### config.mk
export PLATFORM = sky130hd
export DESIGN_NAME = permute_pi_stage
export DESIGN_NICKNAME = d
export VERILOG_FILES = /design/src/rtl/permute_pi_stage.sv
export SDC_FILE = /design/constraint.sdc
export NUM_CORES = 1
export LEC_CHECK = 0
export ABC_AREA = 1
export ABC_CLOCK_PERIOD_IN_PS = 1200
export CAP_MARGIN = 30
export CORE_MARGIN = 1
export CORE_UTILIZATION = 35
export DETAILED_ROUTE_END_ITERATION = 10
export PLACE_DENSITY = 0.72
export SYNTH_ARGS = -nofsm -noshare
export SYNTH_HDL_FRONTEND = slang
export SYNTH_SLANG_ARGS = --single-unit
### constraint.sdc
create_clock -name clk -period 1.2 [get_ports clk]
set_input_delay 0.18 -clock clk [delete_from_list [all_inputs] [get_ports clk]]
set_output_delay 0.18 -clock clk [all_outputs]
set_load 0.1 [all_outputs]
### src/rtl/permute_pi_stage.sv
// Keccak pi lane permutation over a stream of 25-bit z-slices, with a per-run
// controller that strobes each permuted slice straight into the result writer.
module permute_pi_stage #(
  parameter int unsigned SLICES = 64,
  parameter int unsigned CNT_W  = 6,
  parameter int unsigned IDX_W  = 10
) (
  input  logic             clk,
  input  logic             rst,
  input  logic             start,
  input  logic [IDX_W-1:0] file_index_in,
  input  logic             in_valid,
  input  logic [24:0]      in_data,
  output logic             in_ready,
  output logic             busy,
  output logic             write_file,
  output logic [IDX_W-1:0] file_index,
  output logic [24:0]      data_out,
  output logic             done,
  output logic [CNT_W-1:0] slice_cnt
);

  typedef enum logic [1:0] {IDLE, RUN, FLUSH, DONE} state_t;

  state_t      state;
  state_t      state_nxt;
  logic        accept_c;
  logic        last_c;
  logic [24:0] pi_c;

  assign accept_c = in_valid && (state == RUN);
  assign last_c   = (slice_cnt == CNT_W'(SLICES - 1));

  // pi as pure wiring: out lane (x,y) takes in lane ((x+3y) mod 5, x)
  for (genvar y = 0; y < 5; y++) begin : g_row
    for (genvar x = 0; x < 5; x++) begin : g_lane
      assign pi_c[5*y + x] = in_data[5*x + ((x + 3*y) % 5)];
    end
  end

  always_ff @(posedge clk) begin
    if (rst) state <= IDLE;
    else     state <= state_nxt;
  end

  always_comb begin
    state_nxt = state;
    case (state)
      IDLE:    if (start) state_nxt = RUN;
      RUN:     if (accept_c && last_c) state_nxt = FLUSH;
      FLUSH:   state_nxt = DONE;
      DONE:    state_nxt = IDLE;
      default: state_nxt = IDLE;
    endcase
  end

  always_comb begin
    in_ready = 1'b0;
    busy     = 1'b0;
    done     = 1'b0;
    case (state)
      RUN: begin
        in_ready = 1'b1;
        busy     = 1'b1;
      end
      FLUSH:   busy = 1'b1;
      DONE: begin
        busy = 1'b1;
        done = 1'b1;
      end
      default: ;
    endcase
  end

  // Write strobe trails the accept by one cycle; the last one lands in FLUSH
  always_ff @(posedge clk) begin
    if (rst) begin
      write_file <= 1'b0;
      file_index <= '0;
      data_out   <= '0;
      slice_cnt  <= '0;
    end else begin
      write_file <= accept_c;
      if (state == IDLE && start) begin
        file_index <= file_index_in;
        slice_cnt  <= '0;
      end
      if (accept_c) begin
        data_out  <= pi_c;
        slice_cnt <= slice_cnt + CNT_W'(1);
      end
    end
  end

endmodule
## Word level (Yosys, flattened, before mapping)

Cells that the tools add are included.
Widths: inputs -> output; s select.

- Output and inout port bits: 45
- Word-level logic and storage cells: 27
- Bits in registers: 44
- Input bits: 39

- $add $sub $neg: 1
- Equality and inequality tests: 6
- Mux-type cells: 8
- Reduce and logical (&&, ||, !) cells: 7

Operators with widths:

| operator | number |
|---|---|
| $mux 6 | 2 |
| $pmux 2 s4 | 1 |
| $add 6x1->6 const B | 1 |
| $eq 6x6->1 const B | 1 |
| $eq 2x2->1 const B | 2 |
| $mux 2 | 2 |
| $logic_and 1x1->1 | 3 |
| $mux 1 | 3 |
| $reduce_or 3->1 | 1 |
| $eq 2x1->1 const B | 1 |
| $logic_not 2->1 | 1 |
| $ne 2x1->1 const B | 1 |
| $ne 2x2->1 const B | 1 |
| $reduce_and 2->1 | 1 |
| $reduce_bool 2->1 | 1 |

## Depth between registers and ports, before layout

Gate-level depths: netlist of run 1.

- Word-level depth: 5
- Gate-level depth with buffers: 9
- Mapped depth without buffers: 8

## Worst setup path before layout of run 1

Ideal clock, no wire load.

- Path type: reg-to-reg
- Start point: register state[1]
- End point: register slice_cnt[3]
- Setup slack: -806 ps
- Clock period less this slack: 2006 ps
- Arrival time: 1884 ps
- Library setup time: 122 ps
- Stages on the path, launching flop included: 9
- Path buffers: 1
- Required time: 1078 ps
- Cells stage by stage: dfxtp_1 > inv_1 > ha_1 > nand2_2 > buf_6 > nor2_1 > inv_1 > o21ai_1 > a21oi_1

- Longest elaborated chain between the ends: 3
- Elaborated cells between the ends (all ways): 6
- Those cells by class: eq/ne (1); mux (1); reduce/logical (4)

Ends and longest elaborated chain:

| item | RTL line | text |
|---|---|---|
| start, declared | 25 | `state_t state;` |
| start signal, assigned | 43 | `else state <= state_nxt;` |
| $eq 2x1->1 / $logic_not 2->1 (equally long branches) | 31, 84 |  |
| $logic_and 1x1->1, on equally long branches | 31, 84 |  |
| $mux 6 / $reduce_bool 2->1 (equally long branches) | -- |  |
| end signal, assigned | 90 | `slice_cnt <= slice_cnt + CNT_W'(1);` |
| end, declared | 20 | `output logic [CNT_W-1:0] slice_cnt` |

Several ways; a longest one is shown, not always the timed one.
A chain may end at the register's enable or synchronous reset.

## Final worst setup path of run 1

- Start point: register state[0]
- End point: output port busy

- Longest elaborated chain between the ends: 3
- Elaborated cells between the ends (all ways): 5
- Those cells by class: eq/ne (3); mux (1); reduce/logical (1)

Ends and longest elaborated chain:

| item | RTL line | text |
|---|---|---|
| $eq 2x1->1 / $eq 2x2->1 (equally long branches) | 61 | `case (state)` |
| $reduce_or 3->1 (no line) (*) | -- |  |
| $mux 1 (*) | 61 |  |
| end, declared | 15 | `output logic busy,` |

Mark *: on every way between the ends. The rest lies on a longest branch, timed or not.

==> results of run 1 <==
## stage by stage
stage | TNS [ns] | utilization (%) | total power [W] | hold slack (ns) | area (um2)
3_3_place_gp | -4.08 | 69.6 | 0.00777 | 0.489 | 3270
4_1_cts | -2.06 | 72.8 | 0.00911 | 0.486 | 3420
2_1_floorplan | -5.15 | - | 0.00568 | 0.264 | 1790
5_1_grt | -9.71 | 79.0 | 0.0102 | 0.499 | 3710
6_report | -6.97 | 79.0 | 0.00975 | 0.484 | 3710
3_5_place_dp | -6.33 | 69.6 | 0.00786 | 0.497 | 3270
## registers in the layout, summed over array words and instances, names as in the netlist
register    count
file_index     10
write_file      1
state           2
data_out       25
slice_cnt       6
## kinds of logic after synthesis
kind of cell | count (synthesis)
simple gates | 101
flops | 44
compound gates | 48
fa+ha+maj | 6
buf+inv | 24
## metal layers
layer	up-vias	global-route usage (%)
li1	924	-
met1	881	21.0
met2	69	34.8
met3	11	4.92
met4	0	8.28
met5	-	0
## cells in the final DEF, fill, tap and decap left out, types with 3 or more instances in the layout
| master | n |
|---|---|
| o21ai_0 | 25 |
| inv_1 | 8 |
| o21ai_1 | 14 |
| dfxtp_4 | 3 |
| buf_6 | 3 |
| clkbuf_8 | 5 |
| buf_12 | 50 |
| nor2_4 | 13 |
| clkdlybuf4s50_1 | 38 |
| nand2_1 | 12 |
| nor2_1 | 53 |
| dfxtp_1 | 26 |
| a21oi_2 | 3 |
| a21oi_1 | 4 |
| nor2_2 | 13 |
| ha_1 | 4 |
| buf_4 | 19 |
| dfxtp_2 | 15 |
| nand3_1 | 3 |
## power groups by stage
stage / Sequential [W] / Clock [W] / Combinational (W)
2_1_floorplan: 0.00429 / 0 / 0.00139
3_3_place_gp: 0.00223 / 0 / 0.00553
3_5_place_dp: 0.00225 / 0 / 0.00561
4_1_cts: 0.00221 / 0.00113 / 0.00576
5_1_grt: 0.00233 / 0.00119 / 0.00664
6_report: 0.00228 / 0.00110 / 0.00637
## timing repair
| item | in CTS | in global routing |
|---|---|---|
| pin swaps | 3 | 1 |
| buffers inserted | 2 | 2 |
| hold buffers | 0 | 0 |
| cloned | 0 | 4 |
| resized for setup | 8 | 68 |
| endpoints found under the setup margin | 44 | 46 |
## worst max-delay path: cells and delay by family (launching register included)
kind	cells	cell delay, ns
DFF	1	0.37
buffers and inverters	4	0.42
adders and majority gates	1	0.15
## worst max path at each step
stage,startpoint,end,slack (ns),cells after the start
after global placement,in_valid,state[0],-0.12,8
after floorplan,state[1],state[1],-0.45,6
after detailed placement,in_valid,slice_cnt[5],-0.21,7
final,state[0],busy,-0.23,5
after CTS,state[0],busy,-0.23,5
after global routing,state[0],busy,-0.28,5
## final cells by class
type	count	area, um2	area share, %
well taps	54	67.6	1.82
flip-flops and latches	44	911	24.6
clock inverters	2	35.0	0.945
clock buffers	6	72.6	1.96
repair buffers	113	1620	43.8
multi-input cells	156	925	24.9
repair inverters	1	8.76	0.236
inverters	12	66.3	1.79
==> results.md, run 1 <==
- Status: complete, but fails checks
- Failing checks: negative setup slack
- Cts bufs inserted: 5
- Gr usage total: 19.2%
- Number of clock sinks: 44
- CTS clk-pin slew, worst paths: 0.08 ns
- DRT iter0 DRCs: 80
- CP Class: reg2out
- Sequential share of power: 23.4%
- Crit end category: primary output
- Vias: 1,885
- CP max FO: 4
- Routed wl met3: 283 um
- Post-synthesis sequential area ratio: 51.7%
- Wire per inst: 14.1 um
- Endpoints failing setup: 47
- Top metal layer carrying routed signals: met4
- Drt pass-1 iters: 4
- Primary FF master, synth: dfxtp_1
- Slew HR: 77.9%
- Post-synthesis xor/xnor area fraction: 0%
- Worst skew pair latency: 0.30 ns
- Type of the worst min-delay path: in2reg
- CTS tree: yes
- Largest net degree at the start of global routing: 26
- Final period util: 119%
- Setup WS pre-CTS: -0.214 ns
- Post-synth top cells: nor2_1, dfxtp_1, o21ai_0
- Most frequent cell after synthesis: nor2_1
- Gate power share: 65.3%
- Largest cells by area after synthesis: dfxtp_1, nor2_1, o21ai_0, ha_1, nand2_1
- Synth Register Bits: 44
- Global route total overflow: 0
- Clk pwr share: 11.3%
- Lkg Pwr: 1.50 nW
- Die H: 71.8 um
- Minimum clock period: 1.43 ns
- Filler cells: 287
- VDD IR max: 2540 uV
- Io pins: 84
- DRC: 0
- Synth-to-layout area growth: 117%
- Warnings, synthesis: 0
- CTS root buf: clkbuf_8
- Max Cap Violations: 0
- M1 WL: 2120 um
- Die ar.: 5160 um2
- Switch Pwr: 0.00474 W
- Placed Cells: 372
- Initial Utilization: 36.3%
- Die W: 71.8 um
- Antenna cells: 0
- Syn_area_per_cell: 7.65 um2
- Measured slew at the worst slew-check pin: 0.330 ns
- Clk_skew: 0.0107 ns
- Cell-internal power: 0.00501 W
- Hold Crit Start: in_data[22]
- Row cnt: 25
- Max clock buf depth: 2
- R2R Path End: slice_cnt[5]
- Switching share of power: 48.6%
- Initial antenna violation count: 0
- Detail Placement HPWL: 3650 um
- RSZ-0062 raised after global routing: true
- Synthesized net count: 268
- RePlAce Congestion: 0.834
- Gate Count Post-Synth: 223
- DR vias/cell: 4.86
- Critical Path Max Stage Delay: 0.37 ns
- Post-Synth Adder-Cell Area: 4.40%
- Main combinational cell family by area after synthesis: simple AND/OR/NAND/NOR gates
- Sequence of cells on the critical path: inv_4 > ha_4 > clkinvlp_4 > buf_6 > buf_12
- Share of cells above drive strength 1: 43.4%
- Hold Path Sink: data_out[9]
- Worst reg-to-reg setup slack: -0.21 ns
- PortBufs: 83
- H-tree lvl count: 2
- Post-synth EDFFs: 0
- Startpoint Class: flop
- Mux cell area share after synthesis: 0%
- Fin worst setup slack: -0.231 ns
- Final Hold Vio Count: 0
- Share of flip-flops with an asynchronous set or reset: 0%
- Compound-Gate Fraction of Synth Area: 14.3%
- Number of global-route vias before repair: 1,727
- Routed Antenna Nets: 0
- Fin cells: 388
- Count of pins over their slew limit: 0
- Final #Nets: 378
- WL final: 5480 um
- Met2 routed WL: 2970 um
- Simple-gate area share of the yosys netlist: 23.0%
- Core area: 4690 um2
- Power per cell area: 2630 nW/um2
- Share of the synthesized area in the top cell type: 51.7%
- Worst Hold Depth: 3
- Critical-path top delay cell: dfxtp_4
- R2r worst-path depth: 9
- Area leader, netlist: dfxtp_1
- RR Startpoint: state[0]
- First-pass GRT wire length: 7630 um
- Count of different cell masters after synthesis: 18
- Max Fclk: 699 MHz
- Mapped cell area: 1710 um2
- Worst Path Required: 1.02 ns
- Critical Path AT: 1.25 ns
Note: power is estimated with default switching activity, not from simulation.
==> run 2: changes to the inputs <==
--- a/config.mk
+++ b/config.mk
@@ -8,7 +8,7 @@
 export ABC_AREA = 1
 export ABC_CLOCK_PERIOD_IN_PS = 1200
 export CAP_MARGIN = 30
-export CORE_MARGIN = 1
+export CORE_MARGIN = 4
 export CORE_UTILIZATION = 35
 export DETAILED_ROUTE_END_ITERATION = 10
 export PLACE_DENSITY = 0.72
==> run 2 against run 1 <==
Compared with the run above:
- the run still ends with negative setup slack left
- clock power down 12%
- die area up 17%
- combinational power about the same
- sequential power about the same
- register-to-register slack better by 0.05 ns
- power down 1.4%
- hold slack better by 0.0026 ns
- maximum frequency up 1.8%
- non-clock buffer count down 4
- utilization down 0.52 points
- setup slack better by 0.026 ns
- via count down 0.32%
- critical path type unchanged
==> results.md, run 2 (synthesis gave the netlist of run 1 again) <==
- CTS tree: yes
- Max clock buf depth: 2
- Largest Register: data_out
- Sequential share of power: 23.8%
- Cts bufs inserted: 5
- Endpoints failing setup: 33
- Max Cap Violations: 0
- Fin cells: 396
- Critical Path AT: 1.23 ns
- Worst Path Required: 1.02 ns
- Count of pins over their slew limit: 0
- Die H: 77.8 um
- Hold Path Sink: data_out[11]
- Commonest cells after routing, fill and taps aside: nor2_1, buf_12, clkdlybuf4s50_1
- DRT iter0 DRCs: 85
- Worst Hold Depth: 3
- Placed Cells: 381
- Type of the worst min-delay path: in2reg
- Io pins: 84
- Sequence of cells on the critical path: inv_4 > ha_4 > clkinvlp_4 > buf_6 > buf_12
- Initial Utilization: 36.1%
- Clk_skew: 0.00337 ns
- Synth-to-layout area growth: 117%
- CP max FO: 3
- Fin worst setup slack: -0.206 ns
- Power per cell area: 2590 nW/um2
- Worst reg-to-reg setup slack: -0.16 ns
- Measured slew at the worst slew-check pin: 0.245 ns
- WL final: 5950 um
- Hold Crit Start: in_data[7]
- Failing checks: negative setup slack
- Crit end category: primary output
- CTS root buf: clkbuf_8
- Routed Antenna Nets: 0
- Critical Path Max Stage Delay: 0.34 ns
- Final Hold Vio Count: 0
- Final period util: 117%
- Global route total overflow: 0
- Antenna cells: 0
- Clk pwr share: 10.0%
- Switching share of power: 50.1%
- Wire per inst: 15.0 um
- Die W: 77.8 um
- Commonest non-fill, non-tap cell in the layout: nor2_1
- Cell-internal power: 0.00480 W
- Minimum clock period: 1.41 ns
- Die ar.: 6050 um2
- Max FFs per register: 25
- CP Class: reg2out
- First-pass GRT wire length: 8000 um
- Status: complete, but fails checks
- RSZ-0062 raised after global routing: true
- CTS clk-pin slew, worst paths: 0.08 ns
- Drt pass-1 iters: 5
- Lkg Pwr: 1.46 nW
- DRC: 0
- Detail Placement HPWL: 3860 um
- Core area: 4720 um2
- PortBufs: 83
- Worst skew pair latency: 0.30 ns
- Setup TNS: -1.68 ns
- Final #Nets: 373
- Slew HR: 83.6%
- Critical-path top delay cell: dfxtp_2
- Startpoint Class: flop
- Row cnt: 25
- Largest net degree at the start of global routing: 25
- DP Area: 3250 um2
- Top flop regs: data_out: 25 flops, file_index: 10 flops, slice_cnt: 6 flops
- Initial antenna violation count: 0
- Gate power share: 66.1%
- Setup WS pre-CTS: -0.210 ns
- Final instance area: 3710 um2
- Share of cells above drive strength 1: 44.7%
- Vias: 1,879
- Gr usage total: 16.5%
- R2R Path End: slice_cnt[4]
- R2r worst-path depth: 7
- WHS: 0.487 ns
- Number of global-route vias before repair: 1,776
- Max Fclk: 711 MHz
- Number of clock sinks: 44
- DR vias/cell: 4.74
- VDD IR max: 2180 uV
- RR Startpoint: state[0]
- H-tree lvl count: 2
- Cts hold-fix bufs: 0
- Switch Pwr: 0.00482 W
- RePlAce Congestion: 0.832
run 2: per-stage QoR:
stage | utilization (%) | total power [W]
floorplan | - | 0.00568
global placement | 68.8 | 0.00779
detailed placement | 68.8 | 0.00790
CTS | 71.6 | 0.00896
global route | 78.5 | 0.00997
finish | 78.5 | 0.00961
run 2: repair_timing:
item | in CTS | in global routing
setup endpoints to repair | 42 | 42
setup buffers | 1 | 2
gates resized for setup | 8 | 81
gates cloned | 0 | 4
pin swaps | 2 | 10
run 2: critical path, delay by kind of cell (launching register included):
kind,cells,cell delay (ns)
adders and majority gates,1,0.15
buffers and inverters,4,0.43
DFF,1,0.34
run 2: how the worst max path moves through the flow:
stage / from / endpoint / slack, ns / depth (start not counted)
after floorplan: state[1] / state[1] / -0.45 / 6
after global placement: in_valid / state[1] / -0.13 / 8
after detailed placement: in_valid / data_out[5] / -0.21 / 6
after CTS: state[0] / busy / -0.22 / 5
after global routing: state[1] / busy / -0.24 / 5
final: state[1] / busy / -0.21 / 5
run 2: metal layers:
| layer | vias to the layer above | wire [um] | GRT usage, % |
|---|---|---|---|
| met5 | - | 0 | 0 |
| met4 | 0 | 98 | 5.52 |
| met3 | 13 | 349 | 4.76 |
| met2 | 67 | 3080 | 28.8 |
| met1 | 878 | 2420 | 19.3 |
| li1 | 921 | - | - |
run 2: area by class of cell:
class	instances	area (um2)
Clock inverter	2	10.0
Fill cell	272	1010
Clock buffer	6	82.6
Inverter	12	66.3
Multi-Input combinational cell	155	987
Tap cell	67	83.8
Sequential cell	44	911
Timing Repair inverter	1	8.76
Timing Repair Buffer	109	1560
run 2: power groups by stage:
| stage | clock, W | sequential, W | combinational, W |
|---|---|---|---|
| detailed placement | 0 | 0.00224 | 0.00566 |
| global route | 0.00103 | 0.00233 | 0.00661 |
| floorplan | 0 | 0.00429 | 0.00139 |
| CTS | 0.000973 | 0.00220 | 0.00578 |
| finish | 0.000963 | 0.00229 | 0.00636 |
| global placement | 0 | 0.00222 | 0.00557 |
==> run 3: changes to the inputs <==
--- a/config.mk
+++ b/config.mk
@@ -11,7 +11,8 @@
 export CORE_MARGIN = 4
 export CORE_UTILIZATION = 35
 export DETAILED_ROUTE_END_ITERATION = 10
-export PLACE_DENSITY = 0.72
+export PLACE_DENSITY = 0.77
 export SYNTH_ARGS = -nofsm -noshare
 export SYNTH_HDL_FRONTEND = slang
 export SYNTH_SLANG_ARGS = --single-unit
+export TNS_END_PERCENT = 30
==> run 3 against run 2 <==
Compared with the run above:
- the run still ends with negative setup slack left
- clock skew up 0.0059 ns
- critical endpoint unchanged
- first-iteration DRC count fell by 42%
- utilization decreased by 5.5 points
- register-to-register slack about the same
==> results.md, run 3 (synthesis gave the netlist of run 1 again) <==
- WHS: 0.478 ns
- Filler cells: 337
- Fin worst setup slack: -0.202 ns
- CP max FO: 4
- Fin util: 73.0%
- Final instance area: 3450 um2
- Commonest non-fill, non-tap cell in the layout: nor2_1
- Hold Crit Start: in_data[24]
- DRC: 0
- Worst skew pair latency: 0.30 ns
- CTS clk-pin slew, worst paths: 0.08 ns
- Io pins: 84
- Max clock buf depth: 2
- Max Fclk: 713 MHz
- First-pass GRT wire length: 7740 um
- Count of pins over their slew limit: 0
- Detail Placement HPWL: 3760 um
- Initial antenna violation count: 0
- Drt pass-1 iters: 4
- CTS tree: yes
- RSZ-0062 raised after global routing: true
- Slew HR: 88.2%
- Startpoint Class: flop
- Number of global-route vias before repair: 1,713
- Die H: 77.8 um
- Die ar.: 6050 um2
- Endpoints failing setup: 18
- Final Hold Vio Count: 0
- Final period util: 117%
- H-tree lvl count: 2
- Row cnt: 25
- Final #Nets: 371
- PortBufs: 83
- Multi-input combinational cell area: 768 um2
- R2r worst-path depth: 8
- Vias: 1,776
- Commonest cells after routing, fill and taps aside: nor2_1, buf_12, clkdlybuf4s50_1
- Core area: 4720 um2
- Cts hold-fix bufs: 0
- Wire per inst: 12.2 um
- RePlAce Congestion: 0.753
- Routed Antenna Nets: 0
- Synth-to-layout area growth: 102%
- Worst reg-to-reg setup slack: -0.17 ns
- Register Area: 898 um2
- Critical Path AT: 1.22 ns
- Cell-internal power: 0.00474 W
- CP Class: reg2out
- Lkg Pwr: 1.40 nW
- Initial Utilization: 36.1%
- Failing checks: negative setup slack
- Max FFs per register: 25
- Largest net degree at the start of global routing: 24
- VDD IR max: 1510 uV
- Global route total overflow: 0
- Gate power share: 63.5%
- Max Cap Violations: 0
- Clk_skew: 0.00929 ns
- Number of clock sinks: 44
- Crit end category: primary output
- Share of cells above drive strength 1: 30.9%
- Type of the worst min-delay path: in2reg
- Worst Setup SP: state[0]
- Switch Pwr: 0.00450 W
- Largest Register: data_out
- DRT iter0 DRCs: 49
- R2R Path End: state[1]
- DP Area: 3240 um2
- Power per cell area: 2680 nW/um2
- Cts bufs inserted: 5
- Sequential share of power: 23.6%
- Switching share of power: 48.7%
- Crit path capture: busy
- RR Startpoint: state[0]
- Antenna cells: 0
- Top flop regs: data_out: 25 flops, file_index: 10 flops, slice_cnt: 6 flops
- WL final: 4820 um
- Gr usage total: 16.2%
- Die W: 77.8 um
- Minimum clock period: 1.40 ns
- Clk pwr share: 12.9%
- DR vias/cell: 4.51
- Setup TNS: -1.38 ns
- Measured slew at the worst slew-check pin: 0.175 ns
- Worst Path Required: 1.02 ns
- CTS root buf: clkbuf_8
- Status: complete, but fails checks
[run 3: metrics by stage]
step / std cells / total power (W) / worst slack [ns]
5_1_grt: 394 / 0.00963 / -0.259
3_3_place_gp: 381 / 0.00772 / -0.116
4_1_cts: 393 / 0.00921 / -0.220
3_5_place_dp: 381 / 0.00782 / -0.177
6_report: 394 / 0.00923 / -0.202
2_1_floorplan: 223 / 0.00565 / -0.452
[run 3: worst min-delay path by stage]
stage,endpoint,cells past startpoint
2_1_floorplan,write_file,1
3_3_place_gp,data_out[14],2
3_5_place_dp,data_out[13],2
4_1_cts,file_index[1],3
5_1_grt,data_out[13],3
6_report,data_out[4],3
[run 3: repair_timing]
action	in CTS	in global routing
endpoints found under the setup margin	45	45
pin swaps	4	3
buffers inserted	4	1
cloned	0	0
resized for setup	7	15
[run 3: area by class of cell]
type | instances | area share, %
clock buffers | 6 | 2.40
flip-flops and latches | 44 | 26.1
multi-input cells | 155 | 22.3
repair buffers | 108 | 44.0
clock inverters | 2 | 1.13
inverters | 12 | 1.71
well taps | 67 | 2.43
[run 3: power groups by stage]
stage                     Clock, W  Sequential, W  Combinational [W]
after floorplan                  0        0.00426            0.00139
after global routing       0.00127        0.00222            0.00614
after CTS                  0.00123        0.00219            0.00579
after detailed placement         0        0.00223            0.00560
final                      0.00119        0.00218            0.00586
after global placement           0        0.00220            0.00552
[run 3: routing by layer]
metal | wire length (um) | part of all wire, % | track usage, % | vias to the layer above
li1 | - | - | - | 908
met1 | 1880 | 39 | 17.5 | 796
met2 | 2410 | 50 | 28.5 | 68
met3 | 493 | 10 | 7.31 | 4
met4 | 32 | 0.66 | 4.27 | 0
met5 | 0 | 0 | 0 | -
[run 3: worst max-delay path, stage by stage (launching register included)]
cell	delay (ns)
dfxtp_4	0.37
inv_4	0.07
ha_4	0.14
clkinvlp_4	0.08
buf_6	0.12
buf_12	0.15
